### config.mk
export PLATFORM = sky130hd
export DESIGN_NAME = dm_access_ctrl_flat
export DESIGN_NICKNAME = d
export VERILOG_FILES = /design/src/rtl/dm_access_ctrl_if.sv /design/src/rtl/dm_access_ctrl.sv /design/src/flat_wrapper.sv
export SDC_FILE = /design/constraint.sdc
export NUM_CORES = 1
export LEC_CHECK = 0
export CAP_MARGIN = 40
export CORE_ASPECT_RATIO = 1.2
export CORE_MARGIN = 8
export CORE_UTILIZATION = 50
export DETAILED_ROUTE_END_ITERATION = 6
export GPL_ROUTABILITY_DRIVEN = 0
export GPL_TIMING_DRIVEN = 0
export PLACE_DENSITY = 0.66
export SYNTH_ARGS = -nofsm -noshare
export SYNTH_HDL_FRONTEND = slang
export SYNTH_SLANG_ARGS = --single-unit
### constraint.sdc
create_clock -name clk -period 3.89 [get_ports clk]
set_input_delay 0.778 -clock clk [delete_from_list [all_inputs] [get_ports clk]]
set_output_delay 0.778 -clock clk [all_outputs]
set_load 0.05 [all_outputs]
### src/rtl/dm_access_ctrl_if.sv
// Request/response bundle between the control unit (master) and the
// wait-state data-memory controller (slave).
interface dm_access_ctrl_if #(
   parameter int unsigned DATA_W = 32
);
   logic              MemRd;
   logic              MemWr;
   logic [31:0]       addr;
   logic [DATA_W-1:0] wdata;
   logic [DATA_W-1:0] rdata;
   logic              busy;
   logic              done;
   logic              err;

   modport master (
      output MemRd, MemWr, addr, wdata,
      input  rdata, busy, done, err
   );

   modport slave (
      input  MemRd, MemWr, addr, wdata,
      output rdata, busy, done, err
   );
endinterface

### src/rtl/dm_access_ctrl.sv
// Wait-state data-memory controller: accepts one read/write, stalls for LAT
// cycles, then commits the access and pulses done (or err for bad requests).
module dm_access_ctrl #(
   parameter int unsigned ADDR_W = 5,
   parameter int unsigned DATA_W = 32,
   parameter int unsigned LAT    = 2
) (
   input logic              clk,
   input logic              rst,
   dm_access_ctrl_if.slave  bus
);

   localparam int DEPTH = 2 ** ADDR_W;

   typedef enum logic [1:0] {
      StIdle,
      StWait,
      StDone
   } state_e;

   state_e              state_q, state_d;
   logic [3:0]          cnt_q, cnt_d;
   logic                op_wr_q, op_wr_d;
   logic [ADDR_W-1:0]   addr_lat_q, addr_lat_d;
   logic [DATA_W-1:0]   wdata_lat_q, wdata_lat_d;
   logic [DATA_W-1:0]   rdata_q;
   logic                done_q, done_d;
   logic                err_q, err_d;
   logic [DATA_W-1:0]   mem_q [DEPTH];
   logic                addr_oob;

   assign addr_oob = |bus.addr[31:ADDR_W];

   always_comb begin
      state_d     = state_q;
      cnt_d       = cnt_q;
      op_wr_d     = op_wr_q;
      addr_lat_d  = addr_lat_q;
      wdata_lat_d = wdata_lat_q;
      done_d      = 1'b0;
      err_d       = 1'b0;
      unique case (state_q)
         StIdle: begin
            if (bus.MemRd && bus.MemWr) begin
               err_d = 1'b1;
            end else if (bus.MemRd || bus.MemWr) begin
               if (addr_oob) begin
                  err_d = 1'b1;
               end else begin
                  op_wr_d     = bus.MemWr;
                  addr_lat_d  = bus.addr[ADDR_W-1:0];
                  wdata_lat_d = bus.wdata;
                  cnt_d       = 4'(LAT);
                  state_d     = (LAT == 0) ? StDone : StWait;
               end
            end
         end
         StWait: begin
            cnt_d = cnt_q - 4'd1;
            if (cnt_q <= 4'd1) begin
               state_d = StDone;
            end
         end
         StDone: begin
            done_d  = 1'b1;
            state_d = StIdle;
         end
         default: state_d = StIdle;
      endcase
   end

   // Reset wins over an in-flight write: the commit below is skipped entirely.
   always_ff @(posedge clk) begin
      if (rst) begin
         state_q     <= StIdle;
         cnt_q       <= '0;
         op_wr_q     <= 1'b0;
         addr_lat_q  <= '0;
         wdata_lat_q <= '0;
         rdata_q     <= '0;
         done_q      <= 1'b0;
         err_q       <= 1'b0;
         for (int i = 0; i < DEPTH; i++) begin
            mem_q[i] <= '0;
         end
      end else begin
         state_q     <= state_d;
         cnt_q       <= cnt_d;
         op_wr_q     <= op_wr_d;
         addr_lat_q  <= addr_lat_d;
         wdata_lat_q <= wdata_lat_d;
         done_q      <= done_d;
         err_q       <= err_d;
         if (state_q == StDone) begin
            if (op_wr_q) begin
               mem_q[addr_lat_q] <= wdata_lat_q;
            end else begin
               rdata_q <= mem_q[addr_lat_q];
            end
         end
      end
   end

   assign bus.rdata = rdata_q;
   assign bus.busy  = (state_q != StIdle);
   assign bus.done  = done_q;
   assign bus.err   = err_q;

endmodule

### src/flat_wrapper.sv
// flat-port wrapper written by rule: the top's interface ports become plain ports
module dm_access_ctrl_flat 
#(
   parameter int unsigned ADDR_W = 5,
   parameter int unsigned DATA_W = 32,
   parameter int unsigned LAT    = 2
)
  (clk, rst, bus_MemRd, bus_MemWr, bus_addr, bus_wdata, bus_rdata, bus_busy, bus_done, bus_err);
  dm_access_ctrl_if #(.DATA_W(DATA_W)) bus_i ();
  input logic clk;
  input logic rst;
  input wire logic [$bits(bus_i.MemRd)-1:0] bus_MemRd;
  input wire logic [$bits(bus_i.MemWr)-1:0] bus_MemWr;
  input wire logic [$bits(bus_i.addr)-1:0] bus_addr;
  input wire logic [$bits(bus_i.wdata)-1:0] bus_wdata;
  output wire logic [$bits(bus_i.rdata)-1:0] bus_rdata;
  output wire logic [$bits(bus_i.busy)-1:0] bus_busy;
  output wire logic [$bits(bus_i.done)-1:0] bus_done;
  output wire logic [$bits(bus_i.err)-1:0] bus_err;
  assign bus_i.MemRd = bus_MemRd;
  assign bus_i.MemWr = bus_MemWr;
  assign bus_i.addr = bus_addr;
  assign bus_i.wdata = bus_wdata;
  assign bus_rdata = bus_i.rdata;
  assign bus_busy = bus_i.busy;
  assign bus_done = bus_i.done;
  assign bus_err = bus_i.err;
  dm_access_ctrl #(.ADDR_W(ADDR_W), .DATA_W(DATA_W), .LAT(LAT)) u_core (.clk(clk), .rst(rst), .bus(bus_i));
endmodule
* Word level (Yosys, flattened, before mapping)
Memories as Yosys holds them, arrays and structs flattened. A register that Yosys moved wholly into a read port is not among the register bits.
Index checks and enable logic that the tools add are counted.
** Cells by class
- Add/subtract/negate cells :: 1
- $lt $le $gt $ge :: 1
- Eq/ne operators :: 6
- Multiplexer cells :: 22
- Bitwise logic cells :: 4
- Reductions and logical operators :: 12
** Operators by type and width (count)
- 32-bit 2-to-1 mux :: 1
- 32-bit OR reduction :: 1
- 27-bit OR reduction :: 1
- 4-bit 2-to-1 mux :: 3
- 4-bit AND reduction :: 3
- 1-bit 2-to-1 mux :: 11
- 2-bit 2-to-1 mux :: 4
- 4-bit one-hot mux with 2 select lines :: 1
- 5-bit 2-to-1 mux :: 1
- 4-bit by 1-bit less-or-equal comparator with 1-bit output (second input constant) :: 1
- 2-bit by 1-bit inequality test with 1-bit output (second input constant) :: 2
- 2-bit inequality test (second input constant) :: 2
- 1-bit NOT :: 4
- 2-bit one-hot mux with 2 select lines :: 1
- 2-bit nonzero test :: 2
- 4-bit by 1-bit subtractor with 4-bit output (second input constant) :: 1
- 2-bit by 1-bit equality test with 1-bit output (second input constant) :: 1
- 2-bit equality test (second input constant) :: 1
- 2-bit logical NOT :: 1
- 2-bit AND reduction :: 1
- 2-bit OR reduction :: 1
- 1-bit logical AND :: 1
- 1-bit logical OR :: 1
** Word-level totals
- Register bits after elaboration :: 46
- RAM bits :: 1024
- Bits of input ports :: 68
- Output and inout bits :: 35
- Logic and storage cells :: 54
- Memories kept :: 1
** Memory list
- u_core.mem_q :: words 32, bits a word 32, read ports 1, clocked after Yosys merged registers in 1, write ports 32, RTL line dm_access_ctrl.sv:29 : logic [DATA_W-1:0] mem_q [DEPTH];

* Logic depth before layout (Yosys ltp)
- Depth after elaboration :: 6
- Mapped depth :: 10
- Gate-level depth less buffers :: 5

* Worst setup path before layout
OpenSTA, ideal clock, no wires.
- Kind :: input port to flip-flop
- Start :: in rst
- End :: mem u_core.mem_q[0][0] (enable)
- Setup time :: 0.375 ns
- Data arrival time :: 2.183 ns
- Data required time :: 3.515 ns
- Setup slack :: 1.332 ns
- Stages :: 5
- Buffers on the path :: 1
- Path through :: nand4bb_1 -> or3_1 -> clkbuf_1 -> nor2_1 -> or2_2
** RTL lines
- from (decl) :: RTL line flat_wrapper.sv:11 : input logic rst;
- to (decl) :: RTL line dm_access_ctrl.sv:29

==> flow_summary_export.csv <==
group,metric,value,unit
outcome,status,"complete, but fails checks",
outcome,violations,"design-rule violations, negative setup slack",
route,antenna_left,0,
setup_path,required,4.27,ns
route,drc,6,
yosys,ys_top_cells_by_area,"edfxtp_1 (62%), and2_1 (13%), mux2i_1 (5.8%), mux4_2 (5.3%), dfxtp_1 (3.2%)",
route,top_layer,"met5",
die,die_h,360.4,um
cells_and_area,fin_area,56840,sq um
sta,hold_violations,0,
yosys,synth.most_common_cell,"and2_1",
global_route,grt_pass1_wl,248.0,mm
clocking,clk_pin_slew,0.07,ns
global_route,grt_overflow,0,
setup_path,cp_slowest_cell,"nor2_1",
route,viasPerCell,6.425,
setup_path,worstSetupPathType,"reg2reg",
clocking,clock_path_buffers,3,
sta,worst_pin_slew,0.9865,ns
flow_run,max_cap_viol_count,0,
yosys,syn_area,49410,sq um
route,wl_met3,25.99,mm
sta,skew,0.03261,ns
clocking,cts_num_sinks,1102,
pwr,power.total,25.63,mW
route,initialDrtViolationCount,5323,
setup_path,cpPeakStageDelay,0.70,ns
cells_and_area,area_growth,15.03,%
yosys,synthDistinctLibCells,64,
global_route,grt_use_total,33.13,%
yosys,synth_top_area_share,62.23,%
clocking,clk_latency,0.70,ns
die,initial_core_util,50.31,%
cells_and_area,layout.nets,3756,
die,num_rows,126,
global_route,grt_pass1_vias,30572,
route,vias,32551,
pwr,leakage,18.85,nW
yosys,ys_warn_count,0,
placed_design,io_buffers,102,
cells_and_area,final_layout_size_suffix_gt1_share,13.95,%
route,wl,184.6,mm
sta,post-route-min-period,3.995,ns
pwr,irDropWorstVdd,0.4220,mV
sta,max_freq,0.2503,GHz
clocking,cts_setup_buffers,0,
sta,drv_slew,0,
setup_path,critical_path_depth,9,
pwr,powerDensity,450.9,nW/um^2
setup_path,path_delay_family,"simple AND/OR/NAND/NOR gates",
hold_path,hp-start,"u_core.bus.rdata[25]",
sta,fin_crit_sh,102.7,%
placed_design,dp_hpwl,128.7,mm
route,dr_wl_met2,80.19,mm
yosys,ys_seq_area_share,65.39,%
setup_path,crit-reg2reg-launch,"u_core.addr_lat_q[0]",
route,wl_met1,64.72,mm
hold_path,hp-class,"reg2reg",
die,core_area,98220,sq um
yosys,synth-seq-cells,1102,
yosys,synth-edff-count,1024,
clocking,numCtsBuffers,108,
setup_path,arrival,4.37,ns
yosys,synthArstFlopShare,0,%
setup_path,r2r_slack,-0.11,ns
setup_path,r2r_cells,9,
die,dieArea,109200,sq um
setup_path,cpMostUsedCell,"buf_6",
sta,slew_headroom,34.23,%
sta,worst_slack,-0.1054,ns
route,first_pass_iters,7,
sta,setup_tns,-4.373,ns
setup_path,crit_chain,"buf_6 > buf_6 > buf_6 > buf_6 > nor2_1 > nand2_1 > nor2_1 > or2_2 > buf_16",
route,wl_per_cell,36.45,um
clocking,clock-root-buffer,"clkbuf_16",
yosys,synth_nets,3486,
placed_design,place_area,53050,sq um
clocking,cts_tree,"built",
clocking,cts-htree-levels,3,
setup_path,cp.buffers_inverters,5,
setup_path,reg2reg_to,"u_core.mem_q[22][27]",
die,die_w,303.0,um
yosys,synth_cells,3416,
yosys,syn_avg_cell_area,14.46,sq um
cells_and_area,final_cells,5066,
setup_path,crit_fanout,18,
sta,rsz0062_at_grt,"no",
yosys,synth_top_cell_by_area,"edfxtp_1",
global_route,grt_max_degree,33,
setup_path,startpoint_type,"register",
clocking,cts_hold_buf,0,
yosys,synthTopCellsByCount,"and2_1 (1028), edfxtp_1 (1024), mux2i_1 (285)",
hold_path,hold-path-endpoint,"u_core.bus.rdata[25]",
global_route,grt_antenna_before_repair,6,
hold_path,hold_depth,2,
setup_path,cp-end-kind,"register",
sta,finalSetupViolations,77,
die,boundaryPins,103,
yosys,synth_ff_type,"edfxtp_1",
placed_design,dp_cells,4854,
clocking,cts_resized,0,
[power by group]
group | internal [mW] | switching (mW)
Combinational | 0.299 | 0.528
Sequential | 13.4 | 0.158
Clock | 6.47 | 4.73
Total | 20.2 | 5.42
[cells by family (layout without fill, tap and decap cells)]
| group | after synthesis | in the layout | share of synthesized area, % |
|---|---|---|---|
| and+or+nand+nor | 1296 | 1296 | 16.00 |
| DFF | 1102 | 1102 | 65.39 |
| muxes | 406 | 406 | 11.17 |
| buffers and inverters | 326 | 689 | 3.317 |
| AOI/OAI and AO/OA | 284 | 284 | 4.064 |
| adders and majority gates | 2 | 2 | 0.05064 |
| other | 0 | 7 | 0 |
[worst max path at each step]
stage | to | startpoint
4_1_cts | u_core.mem_q[6][26] | u_core.addr_lat_q[0]
3_5_place_dp | u_core.mem_q[6][26] | rst
5_1_grt | u_core.mem_q[6][26] | u_core.addr_lat_q[0]
3_3_place_gp | u_core.mem_q[2][21] | rst
2_1_floorplan | u_core.mem_q[0][0] | rst
6_report | u_core.mem_q[22][27] | u_core.addr_lat_q[0]
[registers in the layout, indices dropped and copies added (netlist names)]
| register | flops |
|---|---|
| u_core.mem_q | 1024 |
| u_core.bus.rdata | 32 |
| u_core.wdata_lat_q | 32 |
| u_core.addr_lat_q | 5 |
| u_core.cnt_q | 4 |
| u_core.state_q | 2 |
| u_core.bus.done | 1 |
| u_core.bus.err | 1 |
| u_core.op_wr_q | 1 |
[area by class of cell]
class | instances | area [sq um]
multi-input combinational | 1988 | 15470
clock inverter | 64 | 749.5
timing repair buffer | 160 | 2047
antenna | 7 | 17.52
sequential | 1102 | 32310
fill | 7728 | 41380
tap | 1280 | 1602
inverter | 4 | 15.01
buffer | 322 | 1625
clock buffer | 139 | 3004
[placed cells by master, fill, tap and decap left out, types with 15 or more instances in the layout]
cell and count:
buf_8 18, edfxtp_1 1024, nor4_1 30, clkinv_2 16, clkbuf_2 26, a311oi_1 22, mux2i_1 285, a22o_1 50
and2_1 1028, buf_2 30, clkbuf_1 219, or2_2 34, buf_12 26, o21ai_0 35, buf_4 35, nor2_1 104
mux4_2 116, buf_6 34, clkbuf_16 112, a211oi_1 18, o22ai_1 104, bufinv_16 15, nand2_1 24, a22oi_1 15
dfxtp_1 78, clkdlybuf4s50_1 102
[through the flow]
step,utilization (%),setup WS (ns),hold slack (ns)
global route,57.85,0.05554,0.5179
CTS,57.84,0.2041,0.4961
global placement,52.98,-0.4098,0.4684
detailed placement,54.02,-0.2587,0.4853
finish,57.87,-0.1054,0.4943
floorplan,-,1.332,0.4485
[metal layers]
layer	GRT usage, %	vias up
li1	-	13035
met5	0	-
met3	10.75	591
met1	42.82	16328
met2	48.67	2593
met4	19.65	4
[worst min-delay path: stages (launching register included)]
cell and delay (ns):
dfxtp_1 0.31, nor2_1 0.10, nor3_1 0.04
(Power assumes the default switching activity.)
